## src/rtl/ifetch_pkg.sv

```systemverilog
// Shared widths, PC step and the default reset vector for the instruction
// prefetch queue and its FIFO.
package ifetch_pkg;

    localparam int INSTR_W = 32;
    localparam int ADDR_W  = 32;
    localparam int PC_STEP = 4;

    localparam logic [ADDR_W-1:0] RESET_VECTOR = 32'h0000_0000;

    typedef struct packed {
        logic [ADDR_W-1:0]  pc;
        logic [INSTR_W-1:0] instr;
    } fetch_entry_t;

endpackage

```

## src/rtl/ifq_fifo.sv

```systemverilog
// Small synchronous FIFO of {pc, instr} entries with a flush that wins over
// push and pop. The head entry is read combinationally from the read pointer.
module ifq_fifo
    import ifetch_pkg::*;
#(
    parameter int  DEPTH = 4,
    localparam int AW    = $clog2(DEPTH),
    localparam int CW    = $clog2(DEPTH + 1)
) (
    input  logic          clk,
    input  logic          rst,
    input  logic          push,
    input  logic          pop,
    input  logic          flush,
    input  fetch_entry_t  wdata,
    output fetch_entry_t  rdata,
    output logic [CW-1:0] count
);

    fetch_entry_t  r_mem [DEPTH];
    logic [AW-1:0] r_wptr;
    logic [AW-1:0] r_rptr;
    logic [CW-1:0] r_count;
    logic          w_push;
    logic          w_pop;

    assign w_push = push && !flush;
    assign w_pop  = pop && !flush;

    // Storage carries no reset; only the pointers and count define validity.
    always_ff @(posedge clk) begin
        if (w_push) begin
            r_mem[r_wptr] <= wdata;
        end
    end

    always_ff @(posedge clk or posedge rst) begin
        if (rst) begin
            r_wptr  <= '0;
            r_rptr  <= '0;
            r_count <= '0;
        end else if (flush) begin
            r_wptr  <= '0;
            r_rptr  <= '0;
            r_count <= '0;
        end else begin
            if (w_push) begin
                r_wptr <= r_wptr + AW'(1);
            end
            if (w_pop) begin
                r_rptr <= r_rptr + AW'(1);
            end
            case ({w_push, w_pop})
                2'b10:   r_count <= r_count + CW'(1);
                2'b01:   r_count <= r_count - CW'(1);
                default: r_count <= r_count;
            endcase
        end
    end

    assign rdata = r_mem[r_rptr];
    assign count = r_count;

endmodule

```

## src/rtl/ifetch_queue.sv

```systemverilog
// Instruction prefetch queue: owns the fetch PC, issues sequential word
// fetches, buffers {pc, instr} pairs for decode and flushes on redirect.
module ifetch_queue
    import ifetch_pkg::*;
#(
    parameter int                DEPTH    = 4,
    parameter logic [ADDR_W-1:0] RESET_PC = RESET_VECTOR,
    localparam int               CW       = $clog2(DEPTH + 1)
) (
    input  logic               clk,
    input  logic               rst,
    input  logic               redirect,
    input  logic [ADDR_W-1:0]  redirect_pc,
    input  logic               keep,
    output logic               out_valid,
    output logic [ADDR_W-1:0]  out_pc,
    output logic [INSTR_W-1:0] out_instr,
    output logic [CW-1:0]      level,
    output logic               mem_req,
    output logic [ADDR_W-1:0]  mem_addr,
    input  logic               mem_ack,
    input  logic [INSTR_W-1:0] mem_rdata
);

    localparam logic [CW-1:0] FULL_LVL = CW'(DEPTH);

    logic [ADDR_W-1:0] r_fpc;
    logic [CW-1:0]     w_count;
    logic              w_push;
    logic              w_pop;
    fetch_entry_t      w_wentry;
    fetch_entry_t      w_head;

    // Requesting is gated on the start-of-cycle count, so a push never lands
    // in a full FIFO; redirect withdraws the request so its ack is dropped.
    assign mem_req  = !rst && (w_count < FULL_LVL) && !redirect;
    assign mem_addr = r_fpc;
    assign w_push   = mem_req && mem_ack;
    assign w_pop    = out_valid && !keep;

    assign w_wentry.pc    = r_fpc;
    assign w_wentry.instr = mem_rdata;

    always_ff @(posedge clk or posedge rst) begin
        if (rst) begin
            r_fpc <= RESET_PC;
        end else if (redirect) begin
            r_fpc <= redirect_pc;
        end else if (w_push) begin
            r_fpc <= r_fpc + ADDR_W'(PC_STEP);
        end
    end

    ifq_fifo #(
        .DEPTH (DEPTH)
    ) u_fifo (
        .clk   (clk),
        .rst   (rst),
        .push  (w_push),
        .pop   (w_pop),
        .flush (redirect),
        .wdata (w_wentry),
        .rdata (w_head),
        .count (w_count)
    );

    assign out_valid = (w_count != '0);
    assign out_pc    = w_head.pc;
    assign out_instr = w_head.instr;
    assign level     = w_count;

endmodule

```

## config.mk

```make
export PLATFORM = sky130hd
export DESIGN_NAME = ifetch_queue
export DESIGN_NICKNAME = d
export VERILOG_FILES = /design/src/rtl/ifetch_pkg.sv /design/src/rtl/ifq_fifo.sv /design/src/rtl/ifetch_queue.sv
export SDC_FILE = /design/constraint.sdc
export NUM_CORES = 1
export LEC_CHECK = 0
export ABC_CLOCK_PERIOD_IN_PS = 3300
export CORE_MARGIN = 10
export CORE_UTILIZATION = 41
export CTS_BUF_LIST = sky130_fd_sc_hd__clkbuf_4 sky130_fd_sc_hd__clkbuf_8 sky130_fd_sc_hd__clkbuf_16
export DETAILED_ROUTE_END_ITERATION = 8
export GPL_TIMING_DRIVEN = 0
export PLACE_DENSITY = 0.72
export REMOVE_ABC_BUFFERS = 1
export SETUP_SLACK_MARGIN = 0.15
export SLEW_MARGIN = 40
export SYNTH_ARGS = -nofsm -noshare
export SYNTH_HDL_FRONTEND = slang
export SYNTH_SLANG_ARGS = --single-unit
```

## constraint.sdc

```tcl
create_clock -name clk -period 3.3 [get_ports clk]
set_input_delay 0.825 -clock clk [delete_from_list [all_inputs] [get_ports clk]]
set_output_delay 0.825 -clock clk [all_outputs]
set_load 0.02 [all_outputs]
```

; Word-level counts from Yosys, hierarchy flattened
; Memory sizes are Yosys's and may differ from the RTL's.
; Index checks and enable logic that the tools add are counted.
[classes]
addsub = 5
magnitude_cmp = 1
eq_ne = 2
muxes = 10
reduce_logical = 14
[ops]
columns = operator, n
row1 = two-way mux 32 bit, 2
row2 = "adder 32 x 3 -> 32 bit, second input constant", 1
row3 = two-way mux 2 bit, 4
row4 = logical AND 1 bit, 6
row5 = case mux 3 bit (2 select lines), 1
row6 = nonzero test 2 bit, 3
row7 = nonzero test 3 bit, 2
row8 = "adder 2 x 1 -> 2 bit, second input constant", 2
row9 = "adder 3 x 1 -> 3 bit, second input constant", 1
row10 = zero test 1 bit, 3
row11 = "less-than comparator 3 bit, second input constant", 1
row12 = two-way mux 3 bit, 1
row13 = "subtractor 3 x 1 -> 3 bit, second input constant", 1
row14 = "== test 2 x 1 -> 1 bit, second input constant", 1
row15 = "== test 2 bit, second input constant", 1
row16 = two-way mux 1 bit, 2
[word_totals]
reg_bits = 39
ram_bits = 256
in_bits = 69
output_inout_bits = 101
elab_cells = 37
memories = 1
[mem_list]
columns = memory, words, width, rd, rd_ports_with_merged_regs, write_ports, line_no
row1 = u_fifo.r_mem, 4, 64, 1, 0, 1, ifq_fifo.sv:20  ; fetch_entry_t r_mem [DEPTH];

; Logic depth before layout (Yosys ltp)
[depth]
word_depth = 8
depth_mapped = 9
depth_no_buf = 7

; By module
; A second synthesis with hierarchy kept.
[hier_totals]
cells_unflattened = 605
area_unflattened_um2 = 11634.9
[by_module_without_submodules]
columns = mod, instances, cells_per_inst, area_per_inst_um2, seq_area_each_um2
row1 = ifq_fifo, 1, 376, 9661.8, 7862.5
row2 = ifetch_queue, 1, 229, 1973.1, 800.8

; Worst setup path before layout
; OpenSTA, ideal clock, no wires.
[synth_path]
kind = input-to-reg
from = in rst
to = mem u_fifo.r_mem[0][0] in the netlist's numbering (enable)
setup_ns = 0.429
t_arrival_ns = 3.069
required_time_ns = 2.871
setup_slack_ns = -0.199
stages = 3
path_buffers = 1
path_cell_list = nor3b_1 > clkbuf_1 > and3_1
[synth_via]
elab_chain_len = 7
[synth_lines]
columns = item, line_no
row1 = start: declaration, ifetch_queue.sv:11  ; input logic rst,
row2 = zero test 1 bit (no source line), --
row3 = logical AND 1 bit (2 in a row), ifetch_queue.sv:36  ; assign mem_req = !rst && (w_count < FULL_LVL) && !redirect;
row4 = logical AND 1 bit, ifetch_queue.sv:38  ; assign w_push = mem_req && mem_ack;
row5 = logical AND 1 bit, ifq_fifo.sv:27  ; assign w_push = push && !flush;
row6 = two-way mux 1 bit, ifq_fifo.sv:32  ; if (w_push) begin
row7 = two-way mux 1 bit (implied by the code), ifq_fifo.sv:33  ; r_mem[r_wptr] <= wdata;
row8 = end: declaration, ifq_fifo.sv:20
; No other way between the ends.

; Worst setup path in the final report
[layout_path]
from = reg u_fifo.r_rptr[0]
to = out out_pc[13]
[layout_via]
elab_chain_len = 1
[layout_lines]
columns = item, line_no
row1 = start: declaration, ifq_fifo.sv:22  ; logic [AW-1:0] r_rptr;
row2 = start signal: assignment, ifq_fifo.sv:51  ; r_rptr <= r_rptr + AW'(1);
row3 = memory (4 x 64 bit), --
row4 = end: declaration, ifetch_queue.sv:16  ; output logic [ADDR_W-1:0] out_pc,
; No other way between the ends.

==> run summary <==
Cell taking the most area after synthesis -> edfxtp_1
Drt first pass iters -> 5
Synth warnings -> 0
Leakage -> 4.959 nW
Crit-path cells -> buf_12, mux4_2, clkdlybuf4s50_1
Hold Fails Final Rpt -> 0
Synth Cell Area -> 0.01153 mm²
Diodes inserted -> 0
Share of layout cells above drive strength 1 -> 0.1893
Die area -> 0.03523 mm²
CTS Buf Count -> 31
Top-area cell type share of the netlist area -> 0.6667
Vias in the first global route -> 6520
Max_slew headroom -> 0.5916
Area grow syn2layout -> 29.95%
Final min period -> 3.080 ns
Grt total ovfl -> 0
Cell row count -> 61
PortBufs -> 169
Worst path bufs/invs -> 2
CP top delay family -> buffers and inverters
HPWL Detailed -> 17.08 mm
WS Path Type -> register to primary output
Worst path arrival time -> 2.26 ns
Via/cell ratio -> 5.267
Int Power -> 0.007085 W
Flop pwr share -> 0.459
First-pass GRT wire length -> 40.37 mm
FFs w/ async S/R, synth -> 0.1322
Max_cap viols -> 0
Post-Syn Area per Cell -> 19.31 µm²
Initial antenna violation count -> 0
Pwr Density -> 629.7 mW/mm²
Most frequent cell after synthesis -> edfxtp_1
First DRT Iteration DRCs -> 404
All-Layer GR Usage -> 0.1450
Routed Wire Length -> 25.89 mm
Worst-path clk slew -> 0.06 ns
Crit start category -> register
Outcome -> completed
Fmax -> 0.3247 GHz
Sequential share of the synthesized area -> 0.7514
H-tree levels -> 1
Die height -> 187.7 µm
DR vias -> 6305
Max FO, Critical Path -> 6
Cells after synthesis -> 597
Clock power frac -> 0.363
Gate power share -> 0.178
Worst EP required -> 2.47 ns
Yosys reg bits -> 295
Setup crit end kind -> primary output
RSZ-0062 raised after global routing -> false
Insertion delay to the later sink of the worst-skew pair -> 0.55 ns
CTS tree -> yes
Synth cell types -> 43
Setup violations, final -> 0
R2R setup slack -> 0.59 ns
Antenna Nets Post-Route -> 0
Most instantiated cells after synthesis -> edfxtp_1 (256), mux4_2 (64), dfrtp_1 (39), nand2_1 (32), or4_1 (19)
P_sw -> 0.002350 W
Final period util -> 0.9333
Worst slew pin tran -> 0.6119 ns
Clk buf depth -> 3
Primary FF master, synth -> edfxtp_1
Slowest stage delay, CP -> 0.62 ns
Skew final -> 0.01395 ns
Switching Share -> 0.2491
Wire length per cell after detailed routing -> 21.63 µm
Pin count of the biggest net entering global routing -> 58
Minimum hold slack -> 0.3885 ns
EDFF count, synth -> 256
Root Driver -> clkbuf_16
Final slew viol count -> 0
Placed insts -> 1130
Peak supply drop -> 0.0003762 V
Fin cells -> 1197
Initial Utilization -> 0.4150
Cts-stage hold buffer count -> 0
CTS Sinks -> 295
Core Box Area -> 0.02778 mm²
Synth top area cells -> edfxtp_1 (67%), mux4_2 (13%), dfrtp_1 (8.5%)
DRC -> 0
Final weighted congestion in routability-driven placement -> 0.7236
CP max-delay cell -> clkdlybuf4s50_1
Top Ports -> 170
Die width -> 187.7 µm
Hold crit path type -> input port to asynchronous set/reset pin
NumNets Final -> 870
-- power by group through the flow --
stage                     Combinational (W)  Sequential [W]  Clock, W
after global placement              0.00157         0.00458         0
after global routing                0.00180         0.00435   0.00366
final                               0.00168         0.00433   0.00343
after detailed placement            0.00172         0.00445         0
after CTS                           0.00171         0.00433   0.00351
after floorplan                    0.000790         0.00453         0
-- worst register-to-register path, stage by stage (launching register included) --
cell,delay [ns]
dfrtp_1,0.54
ha_1,0.31
nand4bb_1,0.32
or4_1,0.77
or4b_1,0.62
nand3_1,0.09
-- per-layer routing --
metal  GRT usage  up-vias  part of all wire  wire [µm]
met5           0        -                 0          0
met4     0.03323        0             0.017        432
met3     0.03154       33             0.060       1543
met2      0.2380      201              0.49      12610
met1      0.1936     3216              0.44      11310
li1            -     2855                 -          -
-- layout make-up --
cell class              instances  area (µm²)
clock buffers                  40       862.1
clock inverters                17       166.4
fillers                      2243       12800
inverters                      14       56.30
multi-input cells             260        2729
flip-flops and latches        295        8671
well taps                     378       473.0
repair buffers                193        2026
-- flip-flops by register name, summed over array words and instances, names as in the netlist --
| register | flops |
|---|---|
| u_fifo.r_wptr | 2 |
| u_fifo.r_mem | 256 |
| u_fifo.count | 3 |
| mem_addr | 32 |
| u_fifo.r_rptr | 2 |
-- worst paths after layout --
kind / startpoint / endpoint / cells past startpoint
min in group clk: redirect / mem_addr[2] / 2
max reg2reg: mem_addr[2] / mem_addr[26] / 5
min reg2reg: mem_addr[0] / u_fifo.r_mem[2][32] / 0
max: u_fifo.r_rptr[0] / out_pc[13] / 3
min: rst / mem_addr[24] / 2
max in group asynchronous: rst / u_fifo.r_rptr[1] / 3
-- placed cells by master (no fill, tap or decap), types with 3 or more instances in the layout --
cell type / instances
a21oi_1: 4
a31oi_1: 6
and3_4: 4
buf_12: 15
buf_4: 7
bufinv_16: 3
clkbuf_16: 31
clkbuf_4: 6
clkbuf_8: 3
clkdlybuf4s50_1: 105
clkinv_1: 6
clkinv_2: 4
clkinvlp_4: 4
dfrtp_1: 37
dlygate4sd2_1: 62
edfxtp_1: 256
ha_1: 5
inv_1: 12
mux2i_1: 3
mux4_2: 64
nand2_1: 32
nand3_1: 18
nand4_1: 11
nor2_1: 12
nor3_1: 5
nor4_1: 7
o211ai_1: 9
o21ai_0: 16
o31ai_1: 5
or3_1: 4
or4_1: 19
xnor2_1: 9
xor2_1: 5
-- per-stage QoR --
stage | cell area, µm² | util | total power (W) | worst slack [ns] | setup TNS (ns)
3_5_place_dp | 13890 | 0.4999 | 0.006168 | -0.2648 | -27.08
5_1_grt | 14980 | 0.5393 | 0.009811 | 0.1700 | 0
2_1_floorplan | 11410 | - | 0.005322 | -0.8521 | -171.11
6_report | 14980 | 0.5393 | 0.009435 | 0.2200 | 0
3_3_place_gp | 13570 | 0.4886 | 0.006151 | -3.641 | -1115.51
4_1_cts | 14970 | 0.5388 | 0.009550 | 0.1850 | 0
-- timing repair --
item                       CTS  global route
setup buffers               10             0
gates resized for setup     64             2
gates cloned                 0             0
setup endpoints to repair   64             2
-- cell families after synthesis --
logic type                 after synthesis  share of synthesized area
AOI/OAI and AO/OA                       44                    0.02388
muxes                                   69                     0.1296
adders and majority gates                6                   0.007162
xor gates and xnor gates                14                    0.01064
and+or+nand+nor                        127                    0.06229
DFF                                    295                     0.7514
buffers and inverters                   42                    0.01508
Note: power is estimated with default switching activity, not from simulation.
